**config.mk**
```make
export PLATFORM = sky130hd
export DESIGN_NAME = tx_frame_streamer
export DESIGN_NICKNAME = d
export VERILOG_FILES = /design/src/rtl/tx_stream_pkg.sv /design/src/rtl/uart_byte_sender.sv /design/src/rtl/tx_frame_streamer.sv
export SDC_FILE = /design/constraint.sdc
export NUM_CORES = 1
export LEC_CHECK = 0
export CELL_PAD_IN_SITES_DETAIL_PLACEMENT = 1
export CELL_PAD_IN_SITES_GLOBAL_PLACEMENT = 2
export CORE_ASPECT_RATIO = 1.25
export CORE_MARGIN = 1.5
export CORE_UTILIZATION = 32
export DETAILED_ROUTE_END_ITERATION = 12
export PLACE_DENSITY_LB_ADDON = 0.12
export SETUP_SLACK_MARGIN = 0.02
export SYNTH_ARGS = -nofsm -noshare
export SYNTH_HDL_FRONTEND = slang
export SYNTH_SLANG_ARGS = --single-unit
export TNS_END_PERCENT = 30
```
**constraint.sdc**
```tcl
create_clock -name clk -period 2.77 [get_ports clk]
set_input_delay 0.277 -clock clk [delete_from_list [all_inputs] [get_ports clk]]
set_output_delay 0.277 -clock clk [all_outputs]
set_load 0.02 [all_outputs]
```
**src/rtl/tx_stream_pkg.sv**
```systemverilog
// Shared types and constants for the tx frame streamer.
// The CKSUM state exists only when TX_STREAM_CHECKSUM_EN is defined.
`timescale 1ns/1ps
package tx_stream_pkg;

  localparam int FRAME_ROWS = 30;
  localparam int FRAME_COLS = 170;
  localparam int DEF_BYTES_PER_FRAME = FRAME_ROWS * FRAME_COLS;
  localparam logic [7:0] DEF_SOF0 = 8'hAA;
  localparam logic [7:0] DEF_SOF1 = 8'h55;

  typedef enum logic [2:0] {
    IDLE,
    HDR0,
    HDR1,
    PAYLOAD,
`ifdef TX_STREAM_CHECKSUM_EN
    CKSUM,
`endif
    FINISH
  } state_e;

  typedef enum logic [1:0] {
    LOAD,
    WAIT_ACK,
    WAIT_DONE
  } phase_e;

endpackage

```
**src/rtl/uart_byte_sender.sv**
```systemverilog
// One-byte handshake with uart_tx: LOAD -> WAIT_ACK -> WAIT_DONE.
// load_fire marks the LOAD cycle in which byte_in is captured.
`timescale 1ns/1ps
module uart_byte_sender
  import tx_stream_pkg::*;
(
  input  logic       clk,
  input  logic       reset,
  input  logic       send_req,
  input  logic [7:0] byte_in,
  input  logic       tx_busy,
  output logic       tx_start,
  output logic [7:0] tx_data,
  output logic       byte_done,
  output logic       load_fire
);

  phase_e phase, phase_nxt;

  always_comb begin
    phase_nxt = phase;
    load_fire = 1'b0;
    byte_done = 1'b0;
    case (phase)
      LOAD: begin
        // a uart still busy from elsewhere stalls us here with no pulse
        if (send_req && !tx_busy) begin
          load_fire = 1'b1;
          phase_nxt = WAIT_ACK;
        end
      end
      WAIT_ACK: begin
        if (tx_busy) phase_nxt = WAIT_DONE;
      end
      WAIT_DONE: begin
        if (!tx_busy) begin
          byte_done = 1'b1;
          phase_nxt = LOAD;
        end
      end
      default: phase_nxt = LOAD;
    endcase
  end

  always_ff @(posedge clk or negedge reset) begin
    if (!reset) begin
      phase    <= LOAD;
      tx_start <= 1'b0;
      tx_data  <= 8'h00;
    end else begin
      phase    <= phase_nxt;
      tx_start <= load_fire;
      if (load_fire) tx_data <= byte_in;
    end
  end

endmodule

```
**src/rtl/tx_frame_streamer.sv**
```systemverilog
// Streams SOF0, SOF1, the tx_ram payload and (with TX_STREAM_CHECKSUM_EN)
// a mod-256 payload checksum to uart_tx, one frame per frame_done rise.
`timescale 1ns/1ps
module tx_frame_streamer
  import tx_stream_pkg::*;
#(
  parameter int         BYTES_PER_FRAME = DEF_BYTES_PER_FRAME,
  parameter logic [7:0] SOF0            = DEF_SOF0,
  parameter logic [7:0] SOF1            = DEF_SOF1,
  parameter int         CNT_W           = $clog2(BYTES_PER_FRAME)
) (
  input  logic       clk,
  input  logic       reset,
  input  logic       frame_done,
  input  logic [7:0] rData,
  output logic       re,
  output logic [7:0] tx_data,
  output logic       tx_start,
  input  logic       tx_busy,
  output logic       busy,
  output logic       stream_done,
  output logic       overrun
);

  localparam logic [CNT_W-1:0] LAST = CNT_W'(BYTES_PER_FRAME - 1);

  state_e           state, state_nxt;
  logic             fd_q;
  logic             armed;
  logic             rise;
  logic [CNT_W-1:0] cnt;
  logic             send_req;
  logic [7:0]       byte_sel;
  logic             byte_done;
  logic             load_fire;
`ifdef TX_STREAM_CHECKSUM_EN
  logic [7:0]       sum;
`endif

  // armed keeps a level already high across reset release from looking like an edge
  assign rise = frame_done & ~fd_q & armed;

  uart_byte_sender u_sender (
    .clk       (clk),
    .reset     (reset),
    .send_req  (send_req),
    .byte_in   (byte_sel),
    .tx_busy   (tx_busy),
    .tx_start  (tx_start),
    .tx_data   (tx_data),
    .byte_done (byte_done),
    .load_fire (load_fire)
  );

  always_comb begin
    state_nxt = state;
    send_req  = 1'b0;
    byte_sel  = SOF0;
    case (state)
      IDLE: begin
        if (rise) state_nxt = HDR0;
      end
      HDR0: begin
        send_req = 1'b1;
        byte_sel = SOF0;
        if (byte_done) state_nxt = HDR1;
      end
      HDR1: begin
        send_req = 1'b1;
        byte_sel = SOF1;
        if (byte_done) state_nxt = PAYLOAD;
      end
      PAYLOAD: begin
        send_req = 1'b1;
        byte_sel = rData;
        if (byte_done && cnt == LAST) begin
`ifdef TX_STREAM_CHECKSUM_EN
          state_nxt = CKSUM;
`else
          state_nxt = FINISH;
`endif
        end
      end
`ifdef TX_STREAM_CHECKSUM_EN
      CKSUM: begin
        send_req = 1'b1;
        byte_sel = sum;
        if (byte_done) state_nxt = FINISH;
      end
`endif
      FINISH: state_nxt = IDLE;
      default: state_nxt = IDLE;
    endcase
  end

  // rData is captured on the same edge that advances tx_ram's read counter
  assign re          = load_fire && (state == PAYLOAD);
  assign busy        = (state != IDLE) && (state != FINISH);
  assign stream_done = (state == FINISH);

  always_ff @(posedge clk or negedge reset) begin
    if (!reset) begin
      state   <= IDLE;
      fd_q    <= 1'b0;
      armed   <= 1'b0;
      overrun <= 1'b0;
      cnt     <= '0;
    end else begin
      state <= state_nxt;
      fd_q  <= frame_done;
      armed <= 1'b1;
      if (rise && state != IDLE) overrun <= 1'b1;
      if (state == IDLE) cnt <= '0;
      else if (state == PAYLOAD && byte_done) cnt <= cnt + 1'b1;
    end
  end

`ifdef TX_STREAM_CHECKSUM_EN
  always_ff @(posedge clk or negedge reset) begin
    if (!reset) sum <= 8'h00;
    else if (state == IDLE && rise) sum <= 8'h00;
    else if (re) sum <= sum + rData;
  end
`endif

endmodule

```
### Yosys cells after proc, flatten, opt, wreduce, memory -nomap -nowiden

Cells that the tools add are included.

| word-level totals | value |
|---|---|
| flip-flop bits (word level) | 30 |
| latch bits | 0 |
| memory bits (writable) | 0 |
| memory bits (read-only) | 0 |
| bits of input ports | 12 |
| output and inout port bits | 13 |
| word-level logic and storage cells | 58 |
| memories kept | 0 |

| operators by class | value |
|---|---|
| $add $sub $neg | 1 |
| $mul | 0 |
| divide/modulo/power cells | 0 |
| $lt $le $gt $ge | 0 |
| equal/unequal tests | 15 |
| shifts and indexed selects | 0 |
| muxes and demuxes | 17 |
| bitwise operators | 3 |
| reduce and logical (&&, ||, !) cells | 14 |

Operator list:

| kind | number |
|---|---|
| $mux W13 | 2 |
| $pmux W8 S2 | 1 |
| $add A13 B1 Y13 const B | 1 |
| $eq A13 B13 Y1 const B | 1 |
| $mux W3 | 4 |
| $ne A2 B2 Y1 const B | 6 |
| $pmux W3 S4 | 1 |
| $eq A3 B2 Y1 const B | 2 |
| $logic_and A1 B1 Y1 | 6 |
| $mux W2 | 3 |
| $pmux W2 S3 | 1 |
| $mux W1 | 5 |
| $reduce_and A4 Y1 | 1 |
| $eq A3 B1 Y1 const B | 1 |
| $eq A3 B3 Y1 const B | 1 |
| $logic_not A3 Y1 | 1 |
| $ne A3 B3 Y1 const B | 1 |
| $reduce_and A3 Y1 | 1 |
| $reduce_bool A3 Y1 | 1 |
| $reduce_or A3 Y1 | 1 |
| $and A1 B1 Y1 | 2 |
| $eq A2 B1 Y1 const B | 1 |
| $eq A2 B2 Y1 const B | 1 |
| $logic_not A2 Y1 | 1 |
| other kinds (4) | 4 |

### Depth between registers and ports, before layout

Gate-level depths: netlist of run 1.

| logic depth | value |
|---|---|
| depth in word-level cells | 7 |
| depth in mapped cells | 7 |
| depth with buffers taken out | 5 |

### By module

From an unflattened synthesis of run 1, not the netlist that was laid out.

| second synthesis, totals | value |
|---|---|
| cell total of the unflattened synthesis | 155 |
| area, all modules | 1537.7 um^2 |

By module, submodules not included:

| module | times used | cells each | area each (um^2) | seq. area each (um^2) |
|---|---|---|---|---|
| tx_frame_streamer | 1 | 130 | 1117.3 | 475.5 |
| uart_byte_sender | 1 | 25 | 420.4 | 275.3 |

### Least setup slack after synthesis of run 1

Ideal clock, no wire load.

| timing | value |
|---|---|
| path kind | register to register |
| start | register u_sender.phase[0] |
| end | register cnt[11] |
| setup time | 0.078 ns |
| arrival | 1.959 ns |
| data required time | 2.692 ns |
| slack | 0.732 ns |
| cell stages (with the launch flop) | 6 |
| path buffers | 1 |
| clock period less this slack | 2.038 ns |
| path through | dfrtp_1 or3b_1 buf_6 or4_4 or4_1 a21oi_1 |

| on the way | value |
|---|---|
| word-level cells in the longest chain between the ends | 4 |

Ends and longest elaborated chain:

| item | line | source |
|---|---|---|
| start: declaration | uart_byte_sender.sv:18 | `phase_e phase, phase_nxt;` |
| start signal: assignment | uart_byte_sender.sv:51 | `phase <= phase_nxt;` |
| $eq A2 B2 Y1 | uart_byte_sender.sv:24 | `case (phase)` |
| $mux W1 | uart_byte_sender.sv:24 |  |
| $logic_and A1 B1 Y1 | tx_frame_streamer.sv:114 | `else if (state == PAYLOAD && byte_done) cnt <= cnt + 1'b1;` |
| $reduce_bool A2 Y1 (no line) | n/a |  |
| end signal: assignment | tx_frame_streamer.sv:114 |  |
| end: declaration | tx_frame_streamer.sv:31 | `logic [CNT_W-1:0] cnt;` |

No other way between the ends.
A chain may end at the register's enable or synchronous reset.

### Worst setup path after layout of run 1

| timing | value |
|---|---|
| start | register state[0] |
| end | output re |

| on the way | value |
|---|---|
| word-level cells in the longest chain between the ends | 7 |
| elaborated cells between the ends (all ways) | 9 |
| classes of those cells | eq/ne (3); mux (3); reduce/logical (3) |

Ends and longest elaborated chain:

| item | line | source |
|---|---|---|
| start: declaration | tx_frame_streamer.sv:27 | `state_e state, state_nxt;` |
| start signal: assignment | tx_frame_streamer.sv:109 | `state <= state_nxt;` |
| $eq A3 B2 Y1, or another cell as far along | tx_frame_streamer.sv:59, tx_frame_streamer.sv:97 |  |
| $reduce_or A3 Y1 (no line) | n/a |  |
| $mux W1 | tx_frame_streamer.sv:59 | `case (state)` |
| $logic_and A1 B1 Y1 | uart_byte_sender.sv:27 | `if (send_req && !tx_busy) begin` |
| $mux W1 | uart_byte_sender.sv:27 |  |
| $mux W1 | uart_byte_sender.sv:24 |  |
| $logic_and A1 B1 Y1 * | tx_frame_streamer.sv:97 | `assign re = load_fire && (state == PAYLOAD);` |
| end: declaration | tx_frame_streamer.sv:16 | `output logic re,` |

Every way passes the cells marked *; elsewhere a longest branch is shown, timed or not.

==> metrics.txt, run 1 <==
Leak 0.000752 uW; Main synth FF type dfrtp_1; WL final 3550 um; Arr. time, crit path 2060 ps; Initial Utilization 33.1%; unrepaired setup endpoints after global routing no; Clock H-tree levels 2; DRT Pass-1 Iters 4; number of DRC markers after the initial detailed-route iteration 36; die width 63.3 um; hold_ws 394 ps; share of the synthesized area in the top cell type 51.7%; vias in the first global route 1,329; synth warn 0; compound-gate portion of the synthesized area 15.7%; CTS Buf Count 5; final hold violation count 0; CTS tree done; Max-Cap Viols 0; Multi-input gate area 649 um^2; Antenna Diode Count 0; share of layout cells above drive strength 1 8.29%; Synth Net Count 166; post-synthesis adder-cell area fraction 0.861%; Clock transition at path regs 60 ps; fraction of registers with async set/reset 100%; detailed placement HPWL 2640 um; most common cell in the netlist dfrtp_1; Clock Tree Buf Depth 2; capturing point of the worst reg2reg path cnt[11]$_DFFE_PN0P_; final setup skew 2.24 ps; Resize count post-CTS 0; CP startpoint state[0]$_DFFE_PN0P_; CP max FO 14; Avg WL per Cell 14.9 um; Post-Synth XOR/XNOR Area 3.62%; io pins 25; Util after Layout 42.5%; first-pass GRT wire length 6210 um; Antenna Nets Post-Route 0; post-DR vias/cell 5.07; largest net degree at the start of global routing 31; simple logic cell fraction of the synthesized area 24.3%; post-CTS setup buffer count 0; VDD IR-drop max 0.304 mV; fin crit period 2340 ps; area added between synthesis and finish 28.5%; Post-Syn Instances 153; Distinct cells, synth 38; die height 78.3 um; Finish-stage setup viols 0; layout net count 193; EDFF count, synth 0; Mapped Area 1450 um^2; GPL Wtd Cong 0.787; Fmax 0.427 GHz; fin crit share 84.5%; FF+latch count, synth 30; Pwr per Cell Area 870 nW/um^2; Residual DRC 0; Hold Crit Class in2async; Worst-Skew Late Latency 280 ps; startpoint types flop; row count 27; leading post-synthesis cells by cell area dfrtp_1, o21ai_0, a21oi_1; initial antenna violation count 0; Reg area 751 um^2; Die ar. 4960 um^2; crit path to re; post-synth top area cell dfrtp_1; mux contribution to synthesized area 0%; grt ovf 0; Tot GR Track Use 15.7%; status completed; port bufs 24; core box area 4390 um^2; Register-to-Register Setup Slack 560 ps; Data required, critical path 2490 ps; clk sink count 30; Fillers 510; kind of critical path reg2out; setup TNS 0 ps; vias 1,212; Final Max Slew Viols 0; hold buffer count at CTS 0; clk root buf clkbuf_8; Crit Reg-Reg Startpoint state[0]$_DFFE_PN0P_; main combinational cell family by area after synthesis simple AND/OR/NAND/NOR gates; sequential-to-total area share from yosys stat 51.7%; r2r worst-path depth 4; Mean Syn Cell Area 9.49 um^2; synth cell count leaders dfrtp_1, o21ai_0, nand2_1, a21oi_1, nor2_1; Critical Path Sink Type primary output
metrics by stage:
step / total power, uW / worst slack (ps) / std cells / cell area (um^2)
floorplan: 961 / 732 / 153 / 1450
global placement: 1190 / 446 / 231 / 1760
detailed placement: 1210 / 399 / 231 / 1760
CTS: 1650 / 373 / 239 / 1870
global route: 1740 / 280 / 239 / 1870
finish: 1620 / 429 / 239 / 1870
worst min path at each step:
stage                                                  to  cells past startpoint                             from
after floorplan                           armed$_DFF_PN0_                      0                            reset
after global placement    u_sender.tx_data[4]$_DFFE_PN0P_                      2  u_sender.tx_data[4]$_DFFE_PN0P_
after detailed placement              overrun$_DFFE_PN0P_                      1              overrun$_DFFE_PN0P_
after CTS                 u_sender.tx_data[4]$_DFFE_PN0P_                      2                            reset
after global routing      u_sender.tx_data[2]$_DFFE_PN0P_                      2                            reset
final                         u_sender.tx_start$_DFF_PN0_                      2                            reset
area by class of cell:
| type | count | area share (%) |
|---|---|---|
| clock buffers | 5 | 3.69 |
| clock inverters | 3 | 2.14 |
| inverters | 4 | 0.804 |
| multi-input cells | 111 | 34.8 |
| flip-flops and latches | 30 | 40.2 |
| well taps | 58 | 3.89 |
| repair buffers | 28 | 14.5 |
flip-flops by register name, summed over array words and instances, names as in the netlist:
name and flops:
cnt 13, u_sender.tx_data 8, state 3, u_sender.phase 2
armed 1, fd_q 1, overrun 1, u_sender.tx_start 1
cells in the final DEF, fill, tap and decap left out, types with 3 or more instances in the layout:
cell	Yosys	final
buf_4	0	4
nand4_1	3	3
o21ai_0	16	16
clkdlybuf4s50_1	0	24
and2_1	3	3
nor2_1	9	9
nand2_1	15	15
inv_1	4	4
dfrtp_1	30	30
a21oi_1	13	13
clkbuf_8	0	5
nand3_1	5	5
or4_1	5	5
nor3_1	6	6
o31ai_1	4	4
xnor2_1	5	5
critical path, stage by stage, from the launching register on:
cell,delay (ps)
dfrtp_1,600
nand3b_1,310
nor3_1,240
clkdlybuf4s50_1,640
metal layers:
metal / track usage (%) / up-vias / part of all wire (%)
met5: 0 / - / 0
met4: 3.91 / 0 / 0.82
met3: 3.44 / 3 / 3.3
met2: 29.9 / 23 / 54
met1: 17.7 / 589 / 42
li1: - / 597 / -
logic make-up after synthesis:
group	after synthesis
xor+xnor	6
flops	30
fa+ha+maj	1
simple gates	64
other cells	1
buf+inv	12
compound gates	39
power breakdown:
part	leakage (uW)	switching [uW]	internal, uW
sequential	0.000382	104	543
combinational	0.000312	301	245
clock	0.0000579	167	264
Power figures use the tool's default switching activity.
==> run 2, diff against run 1 <==
--- a/config.mk
+++ b/config.mk
@@ -9,7 +9,7 @@
 export CELL_PAD_IN_SITES_GLOBAL_PLACEMENT = 2
 export CORE_ASPECT_RATIO = 1.25
 export CORE_MARGIN = 1.5
-export CORE_UTILIZATION = 32
+export CORE_UTILIZATION = 29
 export DETAILED_ROUTE_END_ITERATION = 12
 export PLACE_DENSITY_LB_ADDON = 0.12
 export SETUP_SLACK_MARGIN = 0.02
==> constraint.sdc (replaced) <==
create_clock -name clk -period 2.1 [get_ports clk]
set_input_delay 0.21 -clock clk [delete_from_list [all_inputs] [get_ports clk]]
set_output_delay 0.21 -clock clk [all_outputs]
set_load 0.02 [all_outputs]
==> metrics.txt, run 2 (synthesis results as in run 1) <==
status completed; Tot GR Track Use 15.6%; Clock transition at path regs 70 ps; Antenna Nets Post-Route 0; clk root buf clkbuf_8; Largest regs cnt: 13 flops, u_sender.tx_data: 8 flops, state: 3 flops; Fillers 569; max FFs per register 13; Worst-Skew Late Latency 280 ps; unrepaired setup endpoints after global routing no; Final Max Slew Viols 0; startpoint types flop; final setup skew 8.07 ps; Fmax 0.503 GHz; Avg WL per Cell 15.4 um; Clock H-tree levels 2; row count 28; Residual DRC 0; first-pass GRT wire length 6190 um; post-CTS setup buffer count 0; kind of critical path reg2reg; WL final 3840 um; share of layout cells above drive strength 1 12.2%; Resize count post-CTS 1; VDD IR-drop max 0.446 mV; detailed placement HPWL 2840 um; layout net count 202; CTS tree done; Pwr per Cell Area 1150 nW/um^2; Arr. time, crit path 2200 ps; Top reg by flops cnt; placed cell areas 1830 um^2; Hold Crit Class in2async; Antenna Diode Count 0; port bufs 24; Die ar. 5450 um^2; Finish-stage setup viols 0; die width 66.3 um; fin crit share 94.6%; Data required, critical path 2310 ps; post-DR vias/cell 5.08; initial antenna violation count 0; Leak 0.000798 uW; io pins 25; vias in the first global route 1,376; vias 1,265; commonest non-fill, non-tap cells in the layout dfrtp_1, clkdlybuf4s50_1, o21ai_0; largest net degree at the start of global routing 31; Finished Cell Area 1940 um^2; number of DRC markers after the initial detailed-route iteration 37; commonest non-fill, non-tap cell in the layout dfrtp_1; hold buffer count at CTS 0; CP max FO 5; CTS Buf Count 5; die height 82.1 um; grt ovf 0; Critical Path Sink Type flop; Initial Utilization 30.5%; DP Worst Slack -98.3 ps; core box area 4760 um^2; Final Non-Filler Cells 249; Max-Cap Viols 0; Clock Tree Buf Depth 2; clk sink count 30; worst setup margin 113 ps; GPL Wtd Cong 0.746; DRT Pass-1 Iters 4; placed instance count 242; area added between synthesis and finish 33.5%; fin crit period 1990 ps; final hold violation count 0
-- run 2: cell count changes in the layout (fill, tap and decap cells not counted), sizes merged --
cell	before	now
clkdlybuf4s50	24	23
buf	4	13
clkbuf	5	6
clkinv	2	0
dlygate4sd2	0	1
-- run 2: through the flow --
step | util, % | setup TNS, ps | power [uW] | hold slack (ps)
after CTS | 40.7 | 0 | 2280 | 341
after floorplan | - | 0 | 1270 | -85.6
after global placement | 38.4 | -63.7 | 1630 | 460
after detailed placement | 38.4 | -137 | 1670 | 465
final | 40.7 | 0 | 2230 | 331
after global routing | 40.7 | 0 | 2390 | 352
-- run 2: power breakdown --
group / internal (uW) / total, uW / switching [uW]
clock: 379 / 595 / 216
sequential: 717 / 807 / 89.4
combinational: 367 / 827 / 460
total: 1460 / 2230 / 766
-- run 2: layer usage --
| metal | global-route usage, % | wire length, um |
|---|---|---|
| met5 | 0 | 0 |
| met4 | 6.73 | 68 |
| met3 | 4.07 | 131 |
| met2 | 29.9 | 2160 |
| met1 | 15.7 | 1480 |
-- run 2: layout make-up --
type	count	area [um^2]	area share [%]
clock inverters	1	30.0	1.55
multi-input cells	111	649	33.5
well taps	60	75.1	3.87
flip-flops and latches	30	751	38.7
inverters	4	15.0	0.774
repair buffers	37	337	17.4
clock buffers	6	82.6	4.26
-- run 2: worst paths after layout --
kind                                          startpoint                    to  slack (ps)  depth (start not counted)
setup / recovery           u_sender.phase[0]$_DFFE_PN0P_   cnt[11]$_DFFE_PN0P_         110                          4
hold / removal                                     reset  state[2]$_DFFE_PN0P_         330                          2
setup reg to reg           u_sender.phase[0]$_DFFE_PN0P_   cnt[11]$_DFFE_PN0P_         110                          4
hold reg to reg                      overrun$_DFFE_PN0P_   overrun$_DFFE_PN0P_         480                          1
max in group asynchronous                          reset   cnt[10]$_DFFE_PN0P_        1480                          2
min in group clk                              frame_done        fd_q$_DFF_PN0_         400                          1
-- run 2: worst max-delay path, stage by stage (launching register included) --
cell and delay [ps]:
dfrtp_1 410, or3b_1 420, or4_4 530, or4_1 410
a21oi_1 150
